==> src/rtl/psum_accumulator_if.sv <==
// Stream bundle between the PE column, the psum accumulator and the output buffer.
// The slave modport is the accumulator's view; the master modport drives it.
interface psum_accumulator_if #(
  parameter int INPUT_PARTIAL_SUM_BW = 32,
  parameter int ACC_BW               = 32
);
  logic                            in_valid;
  logic                            in_ready;
  logic [INPUT_PARTIAL_SUM_BW-1:0] in_partial_sum;
  logic                            out_valid;
  logic                            out_ready;
  logic [ACC_BW-1:0]               out_data;
  logic                            out_overflow;

  modport slave (
    input  in_valid,
    input  in_partial_sum,
    input  out_ready,
    output in_ready,
    output out_valid,
    output out_data,
    output out_overflow
  );

  modport master (
    output in_valid,
    output in_partial_sum,
    output out_ready,
    input  in_ready,
    input  out_valid,
    input  out_data,
    input  out_overflow
  );
endinterface

==> src/rtl/psum_accumulator.sv <==
// Accumulates NUM_TILES partial sums per result and hands the total to the output buffer.
// Define PSUM_ACC_SATURATE_EN to clamp the accumulator on overflow instead of wrapping.
module psum_accumulator #(
  parameter int INPUT_PARTIAL_SUM_BW = 32,
  parameter int ACC_BW               = 32,
  parameter int TILE_CNT_BW          = 8
) (
  input  logic                   clk,
  input  logic                   rst,
  input  logic [TILE_CNT_BW-1:0] cfg_num_tiles,
  psum_accumulator_if.slave      bus,
  output logic                   busy
);
  localparam int SUM_BW = ACC_BW + 1;

  typedef enum logic [1:0] {IDLE, ACCUM, OUTPUT} state_t;

  state_t                 state;
  logic [ACC_BW-1:0]      acc;
  logic [TILE_CNT_BW-1:0] tile_cnt;
  logic [TILE_CNT_BW-1:0] num_tiles_q;
  logic                   ovf;
  logic                   in_ready_q;
  logic                   out_valid_q;
  logic                   busy_q;

  logic [SUM_BW-1:0]      sum;
  logic                   carry;
  logic [ACC_BW-1:0]      acc_next;
  logic [TILE_CNT_BW-1:0] tile_cnt_next;
  logic [TILE_CNT_BW-1:0] num_tiles_eff;

  assign sum           = {1'b0, acc} + SUM_BW'(bus.in_partial_sum);
  assign carry         = sum[ACC_BW];
  assign tile_cnt_next = tile_cnt + TILE_CNT_BW'(1);
  assign num_tiles_eff = (cfg_num_tiles == '0) ? TILE_CNT_BW'(1) : cfg_num_tiles;

  // Once saturated, the accumulator stays pinned at full scale until the result drains.
`ifdef PSUM_ACC_SATURATE_EN
  assign acc_next = (ovf || carry) ? {ACC_BW{1'b1}} : sum[ACC_BW-1:0];
`else
  assign acc_next = sum[ACC_BW-1:0];
`endif

  always_ff @(posedge clk or posedge rst) begin
    if (rst) begin
      state       <= IDLE;
      acc         <= '0;
      tile_cnt    <= '0;
      num_tiles_q <= '0;
      ovf         <= 1'b0;
      in_ready_q  <= 1'b1;
      out_valid_q <= 1'b0;
      busy_q      <= 1'b0;
    end else begin
      case (state)
        IDLE: begin
          if (bus.in_valid) begin
            acc         <= ACC_BW'(bus.in_partial_sum);
            tile_cnt    <= TILE_CNT_BW'(1);
            num_tiles_q <= num_tiles_eff;
            ovf         <= 1'b0;
            busy_q      <= 1'b1;
            if (num_tiles_eff == TILE_CNT_BW'(1)) begin
              state       <= OUTPUT;
              in_ready_q  <= 1'b0;
              out_valid_q <= 1'b1;
            end else begin
              state <= ACCUM;
            end
          end
        end
        ACCUM: begin
          if (bus.in_valid) begin
            acc      <= acc_next;
            tile_cnt <= tile_cnt_next;
            ovf      <= ovf | carry;
            if (tile_cnt_next == num_tiles_q) begin
              state       <= OUTPUT;
              in_ready_q  <= 1'b0;
              out_valid_q <= 1'b1;
            end
          end
        end
        OUTPUT: begin
          if (bus.out_ready) begin
            state       <= IDLE;
            in_ready_q  <= 1'b1;
            out_valid_q <= 1'b0;
            busy_q      <= 1'b0;
          end
        end
        default: begin
          state       <= IDLE;
          in_ready_q  <= 1'b1;
          out_valid_q <= 1'b0;
          busy_q      <= 1'b0;
        end
      endcase
    end
  end

  assign bus.in_ready     = in_ready_q;
  assign bus.out_valid    = out_valid_q;
  assign bus.out_data     = acc;
  assign bus.out_overflow = ovf;
  assign busy             = busy_q;
endmodule

==> src/flat_wrapper.sv <==
// flat-port wrapper written by rule: the top's interface ports become plain ports
module psum_accumulator_flat 
#(
  parameter int INPUT_PARTIAL_SUM_BW = 32,
  parameter int ACC_BW               = 32,
  parameter int TILE_CNT_BW          = 8
)
  (clk, rst, cfg_num_tiles, busy, bus_in_valid, bus_in_partial_sum, bus_out_ready, bus_in_ready, bus_out_valid, bus_out_data, bus_out_overflow);
  psum_accumulator_if #(.INPUT_PARTIAL_SUM_BW(INPUT_PARTIAL_SUM_BW), .ACC_BW(ACC_BW)) bus_i ();
  input  logic clk;
  input  logic rst;
  input  logic [TILE_CNT_BW-1:0] cfg_num_tiles;
  output logic busy;
  input wire logic [$bits(bus_i.in_valid)-1:0] bus_in_valid;
  input wire logic [$bits(bus_i.in_partial_sum)-1:0] bus_in_partial_sum;
  input wire logic [$bits(bus_i.out_ready)-1:0] bus_out_ready;
  output wire logic [$bits(bus_i.in_ready)-1:0] bus_in_ready;
  output wire logic [$bits(bus_i.out_valid)-1:0] bus_out_valid;
  output wire logic [$bits(bus_i.out_data)-1:0] bus_out_data;
  output wire logic [$bits(bus_i.out_overflow)-1:0] bus_out_overflow;
  assign bus_i.in_valid = bus_in_valid;
  assign bus_i.in_partial_sum = bus_in_partial_sum;
  assign bus_i.out_ready = bus_out_ready;
  assign bus_in_ready = bus_i.in_ready;
  assign bus_out_valid = bus_i.out_valid;
  assign bus_out_data = bus_i.out_data;
  assign bus_out_overflow = bus_i.out_overflow;
  psum_accumulator #(.INPUT_PARTIAL_SUM_BW(INPUT_PARTIAL_SUM_BW), .ACC_BW(ACC_BW), .TILE_CNT_BW(TILE_CNT_BW)) u_core (.clk(clk), .rst(rst), .cfg_num_tiles(cfg_num_tiles), .bus(bus_i), .busy(busy));
endmodule
==> config.mk <==
export PLATFORM = sky130hd
export DESIGN_NAME = psum_accumulator_flat
export DESIGN_NICKNAME = d
export VERILOG_FILES = /design/src/rtl/psum_accumulator_if.sv /design/src/rtl/psum_accumulator.sv /design/src/flat_wrapper.sv
export SDC_FILE = /design/constraint.sdc
export NUM_CORES = 1
export LEC_CHECK = 0
export ABC_AREA = 1
export ABC_CLOCK_PERIOD_IN_PS = 5100
export BUFFER_PORTS_ARGS = -buffer_cell sky130_fd_sc_hd__buf_2
export CORE_MARGIN = 2
export CORE_UTILIZATION = 60
export CTS_CLUSTER_DIAMETER = 120
export CTS_CLUSTER_SIZE = 14
export DETAILED_ROUTE_END_ITERATION = 8
export HOLD_SLACK_MARGIN = 0.1
export PLACE_DENSITY = 0.9
export SLEW_MARGIN = 10
export SYNTH_ARGS = -nofsm -noshare
export SYNTH_HDL_FRONTEND = slang
export SYNTH_SLANG_ARGS = --single-unit
==> constraint.sdc <==
create_clock -name clk -period 5.1 [get_ports clk]
set_input_delay 0.255 -clock clk [delete_from_list [all_inputs] [get_ports clk]]
set_output_delay 0.255 -clock clk [all_outputs]
set_load 0.05 [all_outputs]
; ---- Word-level counts from Yosys, hierarchy flattened
; Cells that the tools add are included.
[classes]
reduce_logical = 8
n_bitwise = 2
eq_ne = 9
muxes = 30
addsub = 2
[op_table]
columns = cell, n
row1 = two-way mux 32 bit, 2
row2 = case mux 32 bit (2 select lines), 1
row3 = adder 32 x 32 -> 33 bit, 1
row4 = two-way mux 8 bit, 3
row5 = case mux 8 bit (2 select lines), 1
row6 = two-way mux 1 bit, 13
row7 = two-way mux 2 bit, 5
row8 = case mux 1 bit (3 select lines), 3
row9 = "adder 8 x 1 -> 8 bit, second input constant", 1
row10 = "equality test 8 x 1 -> 1 bit, second input constant", 1
row11 = equality test 8 bit, 1
row12 = logical NOT 8 bit, 1
row13 = "inequality test 2 bit, second input constant", 3
row14 = case mux 2 bit (3 select lines), 1
row15 = AND reduction 3 bit, 2
row16 = AND reduction 5 bit, 1
row17 = "inequality test 2 x 1 -> 1 bit, second input constant", 2
row18 = AND reduction 4 bit, 1
row19 = "equality test 2 x 1 -> 1 bit, second input constant", 1
row20 = "equality test 2 bit, second input constant", 1
row21 = logical NOT 2 bit, 1
row22 = case mux 1 bit (2 select lines), 1
row23 = AND reduction 2 bit, 1
row24 = nonzero test 2 bit, 1
row25 = 2 further kinds, 2
[word_totals]
register_bits = 54
elab_cells = 59
output_inout_bits = 36

; ---- Depth between registers and ports, before layout
[logic_depth]
word_depth = 6
mapped_depth = 15
mapped_depth_nobuf = 15

; ---- Worst setup path after synthesis
; No wires, ideal clock.
[synth_timing]
kind = reg2reg
start = register u_core.acc[0] (netlist: u_core.bus.out_data[0])
end = register u_core.acc[28] (netlist: u_core.bus.out_data[28])
arrival_time_ns = 2.038
period_less_slack_ns = 2.156
path_buffers = 0
t_required_ns = 4.982
path_stages_with_launch = 13
slack_ns = 2.944
path_cell_list = dfrtp_1 > ha_1 > fa_1 > nand3_1 > nand3_1 > nand3_1 > nand3_1 > nand2_1 > nand2_1 > nand2_1 > nand3_1 > nand2_1 > nand2_1
[synth_via]
elab_chain_cells = 3
[synth_rtl]
columns = element, line
row1 = "start, declared", psum_accumulator.sv:19  ; logic [ACC_BW-1:0] acc;
row2 = "start signal, assigned", psum_accumulator.sv:59  ; acc <= ACC_BW'(bus.in_partial_sum);
row3 = "start signal, assigned", psum_accumulator.sv:75  ; acc <= acc_next;
row4 = adder 32 x 32 -> 33 bit, psum_accumulator.sv:33  ; assign sum = {1'b0, acc} + SUM_BW'(bus.in_partial_sum);
row5 = two-way mux 32 bit, psum_accumulator.sv:74  ; if (bus.in_valid) begin
row6 = case mux 32 bit (2 select lines), psum_accumulator.sv:56  ; case (state)
; Every way passes these cells. The select of a mux whose other input is x is not followed.
; A chain may end at the register's enable or synchronous reset.

; ---- Worst setup path after layout
[layout_timing]
start = register u_core.state[1]
end = register u_core.num_tiles_q[0]
[layout_via]
elab_chain_cells = 2
[layout_rtl]
columns = element, line
row1 = "start, declared", psum_accumulator.sv:18  ; state_t state;
row2 = "start signal, assigned", psum_accumulator.sv:47  ; state <= IDLE;
row3 = "start signal, assigned", psum_accumulator.sv:65  ; state <= OUTPUT;
row4 = "start signal, assigned", psum_accumulator.sv:69  ; state <= ACCUM;
row5 = logical NOT 2 bit, psum_accumulator.sv:56
row6 = AND reduction 2 bit (no line), n/a
row7 = "end signal, assigned", psum_accumulator.sv:61  ; num_tiles_q <= num_tiles_eff;
row8 = "end, declared", psum_accumulator.sv:21  ; logic [TILE_CNT_BW-1:0] num_tiles_q;
; Every way passes these cells.

==> metrics <==
vias in the first global route=5,008; combinational power share=71.1%; Detailed Route Iter0 Violations=305; Finished Layout Cells=1,029; top_reg_cell synth=dfrtp_1; Compound-Gate Fraction of Synth Area=8.367%; largest family of logic cells by synthesized area=simple AND/OR/NAND/NOR gates; clock power share=7.9%; Post-synth ARST share=100.0%; status=completed; # setup viols final=0; placed inst area=5514 sq um; I/O pins=80; Min Clock Period, post-route=2.496 ns; hpwl dp=10.25 mm; routed len/inst=12.58 um; yosys warns=0; Max Clk Rate=400.7 MHz; Fill cells=759; # hold bufs at CTS=0; WP data required=5.32 ns; Post-Syn Area=5025 sq um; CP Launch Type=register; Die Y=95.52 um; root buf cell=clkbuf_8; area delta synth->final=12.05%; reg-to-reg slack, setup=2.60 ns; most frequent cells in the layout=nand2_1 (347), inv_1 (125), nor2_1 (89); die area=9123 sq um; nets=1,001; Worst Tran Pin Value=0.6834 ns; CORE AREA=8175 sq um; final wirelength=12.94 mm; gr usage total=30.24%; post_cts resized=0; Tot Pwr=0.003890 W; largest net degree at the start of global routing=55; Cells after Synth=847; DR vias/cell=5.284; PortBufs=79; Final Hold Viols=0; Die X=95.52 um; clock sink count=54; Post-CTS Setup Repair Bufs=0; sw frac=58.27%; Worst Setup Path Type=register to register; Min-Delay Path Class=input pin to async pin; clk_skew=0.008700 ns; P_int=0.001623 W; Slew Viols, Final=0; GR Overflow Total=0; mux contribution to synthesized area=0%; Pre-Repair DR Iteration Count=5; cts bufs inserted=5; TritonCTS clock tree=built; VDD IR-drop max=375.7 uV; antenna cells=0; #FFs+latches synth=54; Final period util=48.94%; area share of xor/xnor cells in the synthesized design=2.615%; Vias=5,437; CTS H-Tree Depth=2; Site Rows=33; worst-path fanout max=13; share of layout cells above drive strength 1=11.15%; Arrival @ worst endpoint=2.71 ns; DRC violations left=0; Post-Synth Simple-Gate Area=42.43%; fin area=5630 sq um; Mapped Nets=925; Leakage Power=3.331 nW; GP Congestion=0.9634; initial antenna violation count=0; antenna viol nets, final=0; Seq/Total Area, Yosys=26.92%; Post-synth EDFFs=0; Post-Synth Adder-Cell Area=8.616%; Critical Path Sink Type=register; pwr/cell area=691.0 nW/um^2; sequential share of power=21.0%; Net Switching=0.002267 W; Placed Cells incl. Taps=1,021; clk buf depth=2; Initial Utilization=61.46%; Slew HR=54.44%; syn avg cell area=5.932 sq um; Clock transition at path regs=0.11 ns; commonest non-fill, non-tap cell in the layout=nand2_1; Layout Utilization=68.87%; Setup Total Neg Slack=0 ns; Distinct cells, synth=32; RSZ-0062 raised after global routing=no; MaxCap Viol Count=0; global-route wire length before repair=22.00 mm; clk_lat worst skew=0.32 ns
cell type report:
type                            count  area [sq um]  share of cell area [%]
Inverter                          128         480.5                   8.533
Clock inverter                      3         47.55                  0.8444
Sequential cell                    54          1353                   24.02
Multi-Input combinational cell    650          3117                   55.36
Timing Repair Buffer               84         432.9                   7.689
Tap cell                          105         131.4                   2.333
Clock buffer                        5         68.82                   1.222
worst paths after layout:
path | cells past startpoint | end | startpoint
min | 3 | u_core.bus.out_data[27] | rst
min in group clk | 3 | u_core.num_tiles_q[7] | cfg_num_tiles[7]
min reg2reg | 2 | u_core.bus.in_ready | u_core.bus.in_ready
max | 8 | u_core.num_tiles_q[0] | u_core.state[1]
max reg2reg | 8 | u_core.num_tiles_q[0] | u_core.state[1]
max in group asynchronous | 3 | u_core.bus.out_data[17] | rst
synth_stat cells, types with 3 or more instances:
library cell,count,area (sq um)
a21oi_1,29,145.1
buf_2,6,30.03
buf_4,3,22.52
clkbuf_1,5,18.77
dfrtp_1,53,1326
ha_1,33,412.9
inv_1,126,473.0
nand2_1,347,1303
nand3_1,67,335.3
nand4_1,5,31.28
nor2_1,89,334.1
nor3_1,5,25.02
o211ai_1,8,60.06
o21ai_0,24,120.1
o21bai_1,6,45.04
o22ai_1,4,25.02
xnor2_1,10,87.58
xor2_1,5,43.79
layer usage:
metal | share of wire [%] | vias up | GRT usage (%)
li1 | - | 2788 | -
met1 | 43 | 2427 | 38.92
met2 | 47 | 187 | 52.99
met3 | 6.6 | 35 | 3.636
met4 | 2.5 | 0 | 9.286
met5 | 0 | - | 0
sequential cells by signal, indices dropped and copies added, names as in the netlist:
signal,count
u_core.bus.out_overflow,1
u_core.num_tiles_q,8
u_core.tile_cnt,8
u_core.busy,1
u_core.bus.out_valid,1
u_core.bus.out_data,32
u_core.state,2
u_core.bus.in_ready,1
cells by family after synthesis:
group                    after synthesis
buffers and inverters                143
flip-flops                            54
AO/OA/AOI/OAI                         74
XOR/XNOR                              15
adder cells (fa/ha/maj)               34
AND/OR/NAND/NOR                      527
power groups by stage:
stage,registers (W),logic [W],clock network (W)
2_1_floorplan,0.00129,0.00166,0
3_3_place_gp,0.000814,0.00269,0
3_5_place_dp,0.000820,0.00273,0
4_1_cts,0.000811,0.00275,0.000311
5_1_grt,0.000843,0.00309,0.000335
6_report,0.000816,0.00277,0.000308
per-stage QoR:
| stage | worst slack (ns) | hold slack [ns] |
|---|---|---|
| finish | 2.604 | 0.1070 |
| global route | 2.419 | 0.1505 |
| CTS | 2.605 | 0.1382 |
| detailed placement | 2.631 | 0.4569 |
| global placement | 2.730 | 0.4526 |
| floorplan | 2.944 | 0.3716 |
worst max-delay path, stage by stage, from the launching register on:
cell,delay (ns)
dfrtp_1,0.46
nor2_1,0.54
buf_4,0.30
inv_1,0.07
nor2_1,0.40
buf_4,0.28
inv_1,0.11
nor3_1,0.18
a21oi_1,0.06
Note: power is estimated with default switching activity, not from simulation.
